### config.mk
export PLATFORM = sky130hd
export DESIGN_NAME = uart_cmd_rx_flat
export DESIGN_NICKNAME = d
export VERILOG_FILES = /design/src/rtl/uart_cmd_rx_if.sv /design/src/rtl/uart_cmd_rx.sv /design/src/flat_wrapper.sv
export SDC_FILE = /design/constraint.sdc
export NUM_CORES = 1
export LEC_CHECK = 0
export CAP_MARGIN = 5
export CORE_MARGIN = 2
export CORE_UTILIZATION = 50
export CTS_BUF_LIST = sky130_fd_sc_hd__clkbuf_8
export DETAILED_ROUTE_END_ITERATION = 8
export PLACE_DENSITY = 0.75
export SLEW_MARGIN = 20
export SYNTH_ARGS = -nofsm -noshare
export SYNTH_HDL_FRONTEND = slang
export SYNTH_SLANG_ARGS = --single-unit
### constraint.sdc
create_clock -name clk -period 3.6 [get_ports clk]
set_input_delay 0.36 -clock clk [delete_from_list [all_inputs] [get_ports clk]]
set_output_delay 0.36 -clock clk [all_outputs]
set_load 0.005 [all_outputs]
### src/rtl/uart_cmd_rx_if.sv
// rtl/uart_cmd_rx_if.sv - command bus between UART command receiver and core
interface uart_cmd_rx_if;
  logic [2:0]  cmd;
  logic [31:0] cmd_arg0;
  logic        cmd_valid;
  logic        cmd_ready;

  modport master (output cmd, output cmd_arg0, output cmd_valid, input cmd_ready);
  modport slave  (input cmd, input cmd_arg0, input cmd_valid, output cmd_ready);
endinterface

### src/rtl/uart_cmd_rx.sv
// rtl/uart_cmd_rx.sv - UART 8N1 framed command receiver feeding a one-entry valid/ready slot
module uart_cmd_rx #(
  parameter int CLKS_PER_BIT  = 434,
  parameter int TIMEOUT_BYTES = 16
) (
  input  logic                 clk,
  input  logic                 reset,
  input  logic                 rx,
  uart_cmd_rx_if.master        cmd_bus,
  output logic                 err_framing,
  output logic                 err_checksum,
  output logic                 err_overrun
);

  localparam int TW = $clog2(CLKS_PER_BIT);
  localparam logic [TW-1:0] BIT_LAST  = TW'(CLKS_PER_BIT - 1);
  localparam logic [TW-1:0] HALF_LAST = TW'(CLKS_PER_BIT / 2 - 1);
  localparam int TO_CYCLES = TIMEOUT_BYTES * 10 * CLKS_PER_BIT;
  localparam int TOW = $clog2(TO_CYCLES);
  localparam logic [TOW-1:0] TO_LAST = TOW'(TO_CYCLES - 1);

  typedef enum logic [2:0] {R_IDLE, R_START, R_DATA, R_STOP, R_WAIT_HIGH} rx_state_t;
  typedef enum logic [1:0] {P_SYNC, P_CMD, P_ARG, P_CSUM} parse_state_t;

  rx_state_t    rstate;
  parse_state_t pstate;

  logic          rx_meta, rx_sync, rx_prev;
  logic [TW-1:0] timer;
  logic [2:0]    bit_cnt;
  logic [7:0]    shreg;
  logic          byte_strobe;
  logic [7:0]    byte_data;
  logic          err_framing_q;

  logic [TOW-1:0] to_cnt;
  logic [7:0]     cmd_byte;
  logic [7:0]     csum;
  logic [31:0]    arg;
  logic [1:0]     idx;
  logic           err_checksum_q, err_overrun_q;
  logic [2:0]     cmd_q;
  logic [31:0]    cmd_arg0_q;
  logic           cmd_valid_q;

  always_ff @(posedge clk) begin
    if (!reset) begin
      rx_meta       <= 1'b1;
      rx_sync       <= 1'b1;
      rx_prev       <= 1'b1;
      rstate        <= R_IDLE;
      timer         <= '0;
      bit_cnt       <= '0;
      shreg         <= '0;
      byte_strobe   <= 1'b0;
      byte_data     <= '0;
      err_framing_q <= 1'b0;
    end else begin
      rx_meta       <= rx;
      rx_sync       <= rx_meta;
      rx_prev       <= rx_sync;
      byte_strobe   <= 1'b0;
      err_framing_q <= 1'b0;
      timer         <= timer + TW'(1);
      case (rstate)
        R_IDLE: begin
          timer <= '0;
          if (rx_prev && !rx_sync) rstate <= R_START;
        end
        R_START: begin
          // A high level at mid start bit is treated as a line glitch
          if (timer == HALF_LAST) begin
            timer   <= '0;
            bit_cnt <= '0;
            rstate  <= rx_sync ? R_IDLE : R_DATA;
          end
        end
        R_DATA: begin
          if (timer == BIT_LAST) begin
            timer   <= '0;
            shreg   <= {rx_sync, shreg[7:1]};
            bit_cnt <= bit_cnt + 3'd1;
            if (bit_cnt == 3'd7) rstate <= R_STOP;
          end
        end
        R_STOP: begin
          if (timer == BIT_LAST) begin
            timer <= '0;
            if (rx_sync) begin
              byte_strobe <= 1'b1;
              byte_data   <= shreg;
              rstate      <= R_IDLE;
            end else begin
              err_framing_q <= 1'b1;
              rstate        <= R_WAIT_HIGH;
            end
          end
        end
        R_WAIT_HIGH: begin
          timer <= '0;
          if (rx_sync) rstate <= R_IDLE;
        end
        default: rstate <= R_IDLE;
      endcase
    end
  end

  always_ff @(posedge clk) begin
    if (!reset) begin
      pstate         <= P_SYNC;
      to_cnt         <= '0;
      cmd_byte       <= '0;
      csum           <= '0;
      arg            <= '0;
      idx            <= '0;
      err_checksum_q <= 1'b0;
      err_overrun_q  <= 1'b0;
      cmd_q          <= '0;
      cmd_arg0_q     <= '0;
      cmd_valid_q    <= 1'b0;
    end else begin
      err_checksum_q <= 1'b0;
      err_overrun_q  <= 1'b0;
      if (cmd_valid_q && cmd_bus.cmd_ready) cmd_valid_q <= 1'b0;

      if (err_framing_q) begin
        pstate <= P_SYNC;
        to_cnt <= '0;
      end else if (byte_strobe) begin
        to_cnt <= '0;
        case (pstate)
          P_SYNC: if (byte_data == 8'hA5) pstate <= P_CMD;
          P_CMD: begin
            cmd_byte <= byte_data;
            csum     <= byte_data;
            idx      <= '0;
            pstate   <= P_ARG;
          end
          P_ARG: begin
            // Little-endian: after four shifts byte 0 lands in arg[7:0]
            arg  <= {byte_data, arg[31:8]};
            csum <= csum ^ byte_data;
            idx  <= idx + 2'd1;
            if (idx == 2'd3) pstate <= P_CSUM;
          end
          P_CSUM: begin
            pstate <= P_SYNC;
            if (byte_data == csum && cmd_byte[7:3] == 5'd0) begin
              if (!cmd_valid_q || cmd_bus.cmd_ready) begin
                cmd_q       <= cmd_byte[2:0];
                cmd_arg0_q  <= arg;
                cmd_valid_q <= 1'b1;
              end else begin
                err_overrun_q <= 1'b1;
              end
            end else begin
              err_checksum_q <= 1'b1;
            end
          end
          default: pstate <= P_SYNC;
        endcase
      end else if (pstate != P_SYNC) begin
        if (to_cnt == TO_LAST) begin
          pstate <= P_SYNC;
          to_cnt <= '0;
        end else begin
          to_cnt <= to_cnt + TOW'(1);
        end
      end else begin
        to_cnt <= '0;
      end
    end
  end

  assign cmd_bus.cmd       = cmd_q;
  assign cmd_bus.cmd_arg0  = cmd_arg0_q;
  assign cmd_bus.cmd_valid = cmd_valid_q;
  assign err_framing       = err_framing_q;
  assign err_checksum      = err_checksum_q;
  assign err_overrun       = err_overrun_q;

endmodule

### src/flat_wrapper.sv
// flat-port wrapper written by rule: the top's interface ports become plain ports
module uart_cmd_rx_flat 
#(
  parameter int CLKS_PER_BIT  = 434,
  parameter int TIMEOUT_BYTES = 16
)
  (clk, reset, rx, err_framing, err_checksum, err_overrun, cmd_bus_cmd, cmd_bus_cmd_arg0, cmd_bus_cmd_valid, cmd_bus_cmd_ready);
  uart_cmd_rx_if cmd_bus_i ();
  input  logic clk;
  input  logic reset;
  input  logic rx;
  output logic err_framing;
  output logic err_checksum;
  output logic err_overrun;
  output wire logic [$bits(cmd_bus_i.cmd)-1:0] cmd_bus_cmd;
  output wire logic [$bits(cmd_bus_i.cmd_arg0)-1:0] cmd_bus_cmd_arg0;
  output wire logic [$bits(cmd_bus_i.cmd_valid)-1:0] cmd_bus_cmd_valid;
  input wire logic [$bits(cmd_bus_i.cmd_ready)-1:0] cmd_bus_cmd_ready;
  assign cmd_bus_cmd = cmd_bus_i.cmd;
  assign cmd_bus_cmd_arg0 = cmd_bus_i.cmd_arg0;
  assign cmd_bus_cmd_valid = cmd_bus_i.cmd_valid;
  assign cmd_bus_i.cmd_ready = cmd_bus_cmd_ready;
  uart_cmd_rx #(.CLKS_PER_BIT(CLKS_PER_BIT), .TIMEOUT_BYTES(TIMEOUT_BYTES)) u_core (.clk(clk), .reset(reset), .rx(rx), .cmd_bus(cmd_bus_i), .err_framing(err_framing), .err_checksum(err_checksum), .err_overrun(err_overrun));
endmodule
# Word-level counts from Yosys, hierarchy flattened
# Index checks and enable logic that the tools add are counted.
[totals] out_inout_bits=39 regBits=143
[classes] mux=33 n_reduce_logical=30 n_addsub=4 eq_ne=22 bitwise_logic=7
[ops] operator="2-to-1 mux 3 bit" n=9
[ops] operator="one-hot mux 9 bit (3 select lines)" n=1
[ops] operator="2-to-1 mux 9 bit" n=2
[ops] operator="AND reduction 3 bit" n=6
[ops] operator="adder 17 x 1 -> 17 bit, second input constant" n=1
[ops] operator="equality test 17 bit, second input constant" n=1
[ops] operator="one-hot mux 8 bit (2 select lines)" n=1
[ops] operator="one-hot mux 3 bit (5 select lines)" n=1
[ops] operator="2-to-1 mux 2 bit" n=6
[ops] operator="!= test 2 x 1 -> 1 bit, second input constant" n=6
[ops] operator="2-to-1 mux 1 bit" n=10
[ops] operator="nonzero test 2 bit" n=5
[ops] operator="OR reduction 5 bit" n=2
[ops] operator="adder 9 x 1 -> 9 bit, second input constant" n=1
[ops] operator="equality test 9 x 8 -> 1 bit, second input constant" n=1
[ops] operator="equality test 9 bit, second input constant" n=1
[ops] operator="equality test 8 bit" n=1
[ops] operator="equality test 8 bit, second input constant" n=1
[ops] operator="one-hot mux 2 bit (4 select lines)" n=1
[ops] operator="XOR 8 bit" n=1
[ops] operator="equality test 2 bit, second input constant" n=3
[ops] operator="equality test 3 x 2 -> 1 bit, second input constant" n=2
[ops] operator="equality test 3 bit, second input constant" n=2
[ops] operator="!= test 3 bit, second input constant" n=2
[ops] operator="19 further kinds" n=29

# Logic depth before layout (Yosys ltp)
[depth] word_depth=7 depth_mapped=7

# Worst setup path before layout
# No wires, ideal clock.
[synth_timing] path_kind="register to register" startpoint="register u_core.bit_cnt[0]" endpoint="register u_core.rstate[0]" synth_period_minus_slack_ns=1.691 slack_ns=1.909 n_path_buf=0 required_ns=3.528 stages_incl_launch_ff=7 arrival_time_ns=1.619 cell_sequence="dfxtp_1 -> ha_1 -> ha_1 -> o21a_1 -> a2111oi_0 -> a311o_2 -> mux2i_1"
[synth_between] elab_chain_len=3
[synth_lines] element="start: declaration" line_no="uart_cmd_rx.sv:30" text="logic [2:0] bit_cnt;"
[synth_lines] element="start signal: assignment" line_no="uart_cmd_rx.sv:82" text="bit_cnt <= bit_cnt + 3'd1;"
[synth_lines] element="equality test 3 bit" line_no="uart_cmd_rx.sv:83" text="if (bit_cnt == 3'd7) rstate <= R_STOP;"
[synth_lines] element="!= test 2 x 1 -> 1 bit (no line)"
[synth_lines] element="AND reduction 6 bit (no line)"
[synth_lines] element="end signal: assignment" line_no="uart_cmd_rx.sv:75" text="rstate <= rx_sync ? R_IDLE : R_DATA;"
[synth_lines] element="end: declaration" line_no="uart_cmd_rx.sv:25" text="rx_state_t rstate;"
# Every way passes these cells.
# A chain may end at the register's enable or synchronous reset.

# Worst setup path in the final report
[layout_timing] startpoint="register u_core.pstate[0]" endpoint="register u_core.arg[16]"
[layout_between] elab_chain_len=2
[layout_lines] element="start: declaration" line_no="uart_cmd_rx.sv:26" text="parse_state_t pstate;"
[layout_lines] element="start signal: assignment" line_no="uart_cmd_rx.sv:110" text="pstate <= P_SYNC;"
[layout_lines] element="start signal: assignment" line_no="uart_cmd_rx.sv:127" text="pstate <= P_SYNC;"
[layout_lines] element="start signal: assignment" line_no="uart_cmd_rx.sv:132" text="P_SYNC: if (byte_data == 8'hA5) pstate <= P_CMD;"
[layout_lines] element="equality test 2 bit" line_no="uart_cmd_rx.sv:131" text="case (pstate)"
[layout_lines] element="AND reduction 3 bit (no line)"
[layout_lines] element="end signal: assignment" line_no="uart_cmd_rx.sv:141" text="arg <= {byte_data, arg[31:8]};"
[layout_lines] element="end: declaration" line_no="uart_cmd_rx.sv:39" text="logic [31:0] arg;"
# Every way passes these cells.

==> run summary <==
status: completed
final worst-path cycle share: 0.6383
Power Density: 432.0 mW/mm²
Die Span Y: 113.9 µm
largest net degree at the start of global routing: 76
Residual DRC: 0
delay-heaviest family, CP: simple AND/OR/NAND/NOR gates
Layout area overhead: 13.50%
HP Class: input port to flip-flop
mux contribution to synthesized area: 0.1012
Critical Path, Cell by Cell: inv_1, ha_1, and2_1, nand2_1, a21oi_1
r2r endpoint: u_core.arg[16]
Reg-to-Reg Start: u_core.pstate[0]
critical-path maximum fanout: 32
Clock transition at path regs: 0.08 ns
crit path launch type: flip-flop
xor/xnor share of the synthesized area: 0.03773
reg-to-reg slack, setup: 1.30 ns
commonest non-fill, non-tap cell in the layout: nand2_1
Final Util: 0.5751
area of the mapped netlist: 0.006036 mm²
hold path start: reset
Crit Path Class: flip-flop to flip-flop
Post-CTS Hold Buffers: 0
WHS Endpoint: u_core.rx_sync
Chip Width: 113.9 µm
Root Driver: clkbuf_8
Hold Violations, Final: 0
H-tree Lvls: 4
placed cell areas: 0.006461 mm²
DRT Wirelength: 11850 µm
hpwl dp: 8005 µm
R2R cell count: 5
Pre-antenna DRT Iters: 5
post-route ant nets: 0
number of I/O pins: 43
Net count, final: 722
count of final setup violators: 0
share of post-route cells with drive strength above 1: 0.06667
worst slack at placement: 1.337 ns
syn_area_per_cell: 8.837 µm²
top cells by area, synth: dfxtp_1, nand2_1, mux2i_1, a21oi_1, xnor2_1
core area: 0.01191 mm²
Layout Cell Area excl Fill: 0.006850 mm²
complex-gate fraction of the synthesized area: 0.09598
vias in the first global route: 4400
fmax: 435.2 MHz
Yosys top cell by area: dfxtp_1
vias per cell: 5.421
relative max-transition margin: 0.2944
Remaining Overflow, GRT: 0
number of max-cap violations: 0
first-pass GRT wire length: 20100 µm
DIE AREA: 0.01297 mm²
Initial Utilization: 0.5067
RSZ-0062 raised after global routing: false
#FFs+latches synth: 143
initial drt markers: 307
footprint of the multi-input gates: 0.002935 mm²
Final Critical Period: 2.298 ns
VDD IR-drop max: 0.0002313 V
post-route setup slack: 1.302 ns
Synth top area share: 0.4743
FFs w/ async S/R, synth: 0
CP Buf/Inv Count: 1
Total GRT Usage: 0.1927
CP startpoint: u_core.pstate[0]
register area share after synthesis: 0.4743
Core Rows: 40
clock skew: 0.009941 ns
largest family of logic cells by synthesized area: simple AND/OR/NAND/NOR gates
most frequent cells in the layout: nand2_1, dfxtp_1, mux2i_1, a21oi_1, clkdlybuf4s50_1
gp weighted congestion: 0.8290
drt wl/cell: 13.67 µm
storage element area: 0.002863 mm²
CTS tree: done
Syn Nets: 698
Worst-Skew Late Latency: 0.45 ns
# Post-CTS Setup Buffers: 0
Pins Over Slew Limit: 0
PortBufs: 42
Ys Warns: 0
Cells after Synth: 683
Critical Path End Type: flip-flop
vias after detailed routing: 4700
Leakage Power: 2.259 nW
Setup TNS: 0 ns
CTS Sinks: 143
Simple-Gate Fraction of Synth Area: 0.2276
initial antenna violation count: 0
Critical-path top delay cell: and2_1
Fillers: 1018
CP max stage delay: 0.92 ns
area share of fa/ha/maj cells after synthesis: 0.02280
EDFF count, synth: 0
CP Data Arrival Time: 2.68 ns
Worst-Margin Slew: 1.058 ns
Distinct cells, synth: 55
Worst EP required: 3.98 ns
Worst Hold Path Cells: 2
# diodes: 0
CTS Buffer Depth: 2
post-CTS sizing: 0
ys flop type: dfxtp_1
Num CTS Buffers: 17
==> logic make-up (layout without fill, tap and decap cells) <==
logic type | Yosys count | count (layout)
simple gates | 295 | 295
flops | 143 | 143
compound gates | 96 | 96
mux | 61 | 61
buf+inv | 51 | 88
xor+xnor | 26 | 26
fa+ha+maj | 11 | 11
==> how the worst max path moves through the flow <==
| stage | endpoint | slack [ns] | cells past startpoint |
|---|---|---|---|
| 2_1_floorplan | u_core.rstate[0] | 1.91 | 6 |
| 3_3_place_gp | u_core.cmd_bus.cmd[0] | 1.44 | 6 |
| 3_5_place_dp | u_core.arg[16] | 1.34 | 5 |
| 4_1_cts | u_core.arg[16] | 1.32 | 5 |
| 5_1_grt | u_core.arg[10] | 1.07 | 5 |
| 6_report | u_core.arg[16] | 1.30 | 5 |
==> synth_stat cells (9+ instances only) <==
cell / instances
clkbuf_1: 25
nor2_1: 39
nand2_1: 169
inv_1: 11
a21oi_1: 56
nand3_1: 19
a211oi_1: 9
nor2b_1: 10
mux2i_1: 61
ha_1: 11
nand4_1: 9
o21ai_0: 13
dfxtp_1: 143
xnor2_1: 21
==> per-layer routing <==
metal  global-route usage  share of wire  vias to the layer above  routed length [µm]
li1                     -              -                     2364                   -
met1               0.2370           0.46                     2248                5439
met2               0.3257           0.49                       81                5863
met3              0.05792          0.038                        7                 446
met4              0.06098         0.0084                        0                  99
met5                    0              0                        -                   0
==> flip-flops by register name, summed over array words and instances (netlist names) <==
register,flops
u_core.arg,32
u_core.cmd_bus.cmd_arg0,32
u_core.to_cnt,17
u_core.timer,9
u_core.byte_data,8
u_core.cmd_byte,8
u_core.csum,8
u_core.shreg,8
u_core.bit_cnt,3
u_core.cmd_bus.cmd,3
u_core.rstate,3
u_core.idx,2
u_core.pstate,2
u_core.byte_strobe,1
u_core.cmd_bus.cmd_valid,1
u_core.err_checksum,1
u_core.err_framing,1
u_core.err_overrun,1
u_core.rx_meta,1
u_core.rx_prev,1
u_core.rx_sync,1
==> final cells by class <==
type                       count  area share
multi-input combinational    489      0.4285
sequential                   143      0.4179
timing repair buffer          45     0.06393
clock buffer                  19     0.03817
tap                          147     0.02685
clock inverter                13     0.01863
inverter                      11    0.006027
==> power by group <==
part / internal (mW) / switching [mW] / leakage, nW
registers: 1.59 / 0.0186 / 1.15
logic: 0.0401 / 0.0753 / 0.905
clock network: 0.597 / 0.639 / 0.202
==> per-stage QoR <==
stage	cells	hold WS, ns	total power, mW
6_report	867	0.2618	2.959
2_1_floorplan	683	0.3863	1.739
4_1_cts	867	0.2285	2.986
5_1_grt	867	0.2597	3.072
3_3_place_gp	835	0.4011	1.753
3_5_place_dp	835	0.4038	1.758
Note: power is estimated with default switching activity, not from simulation.
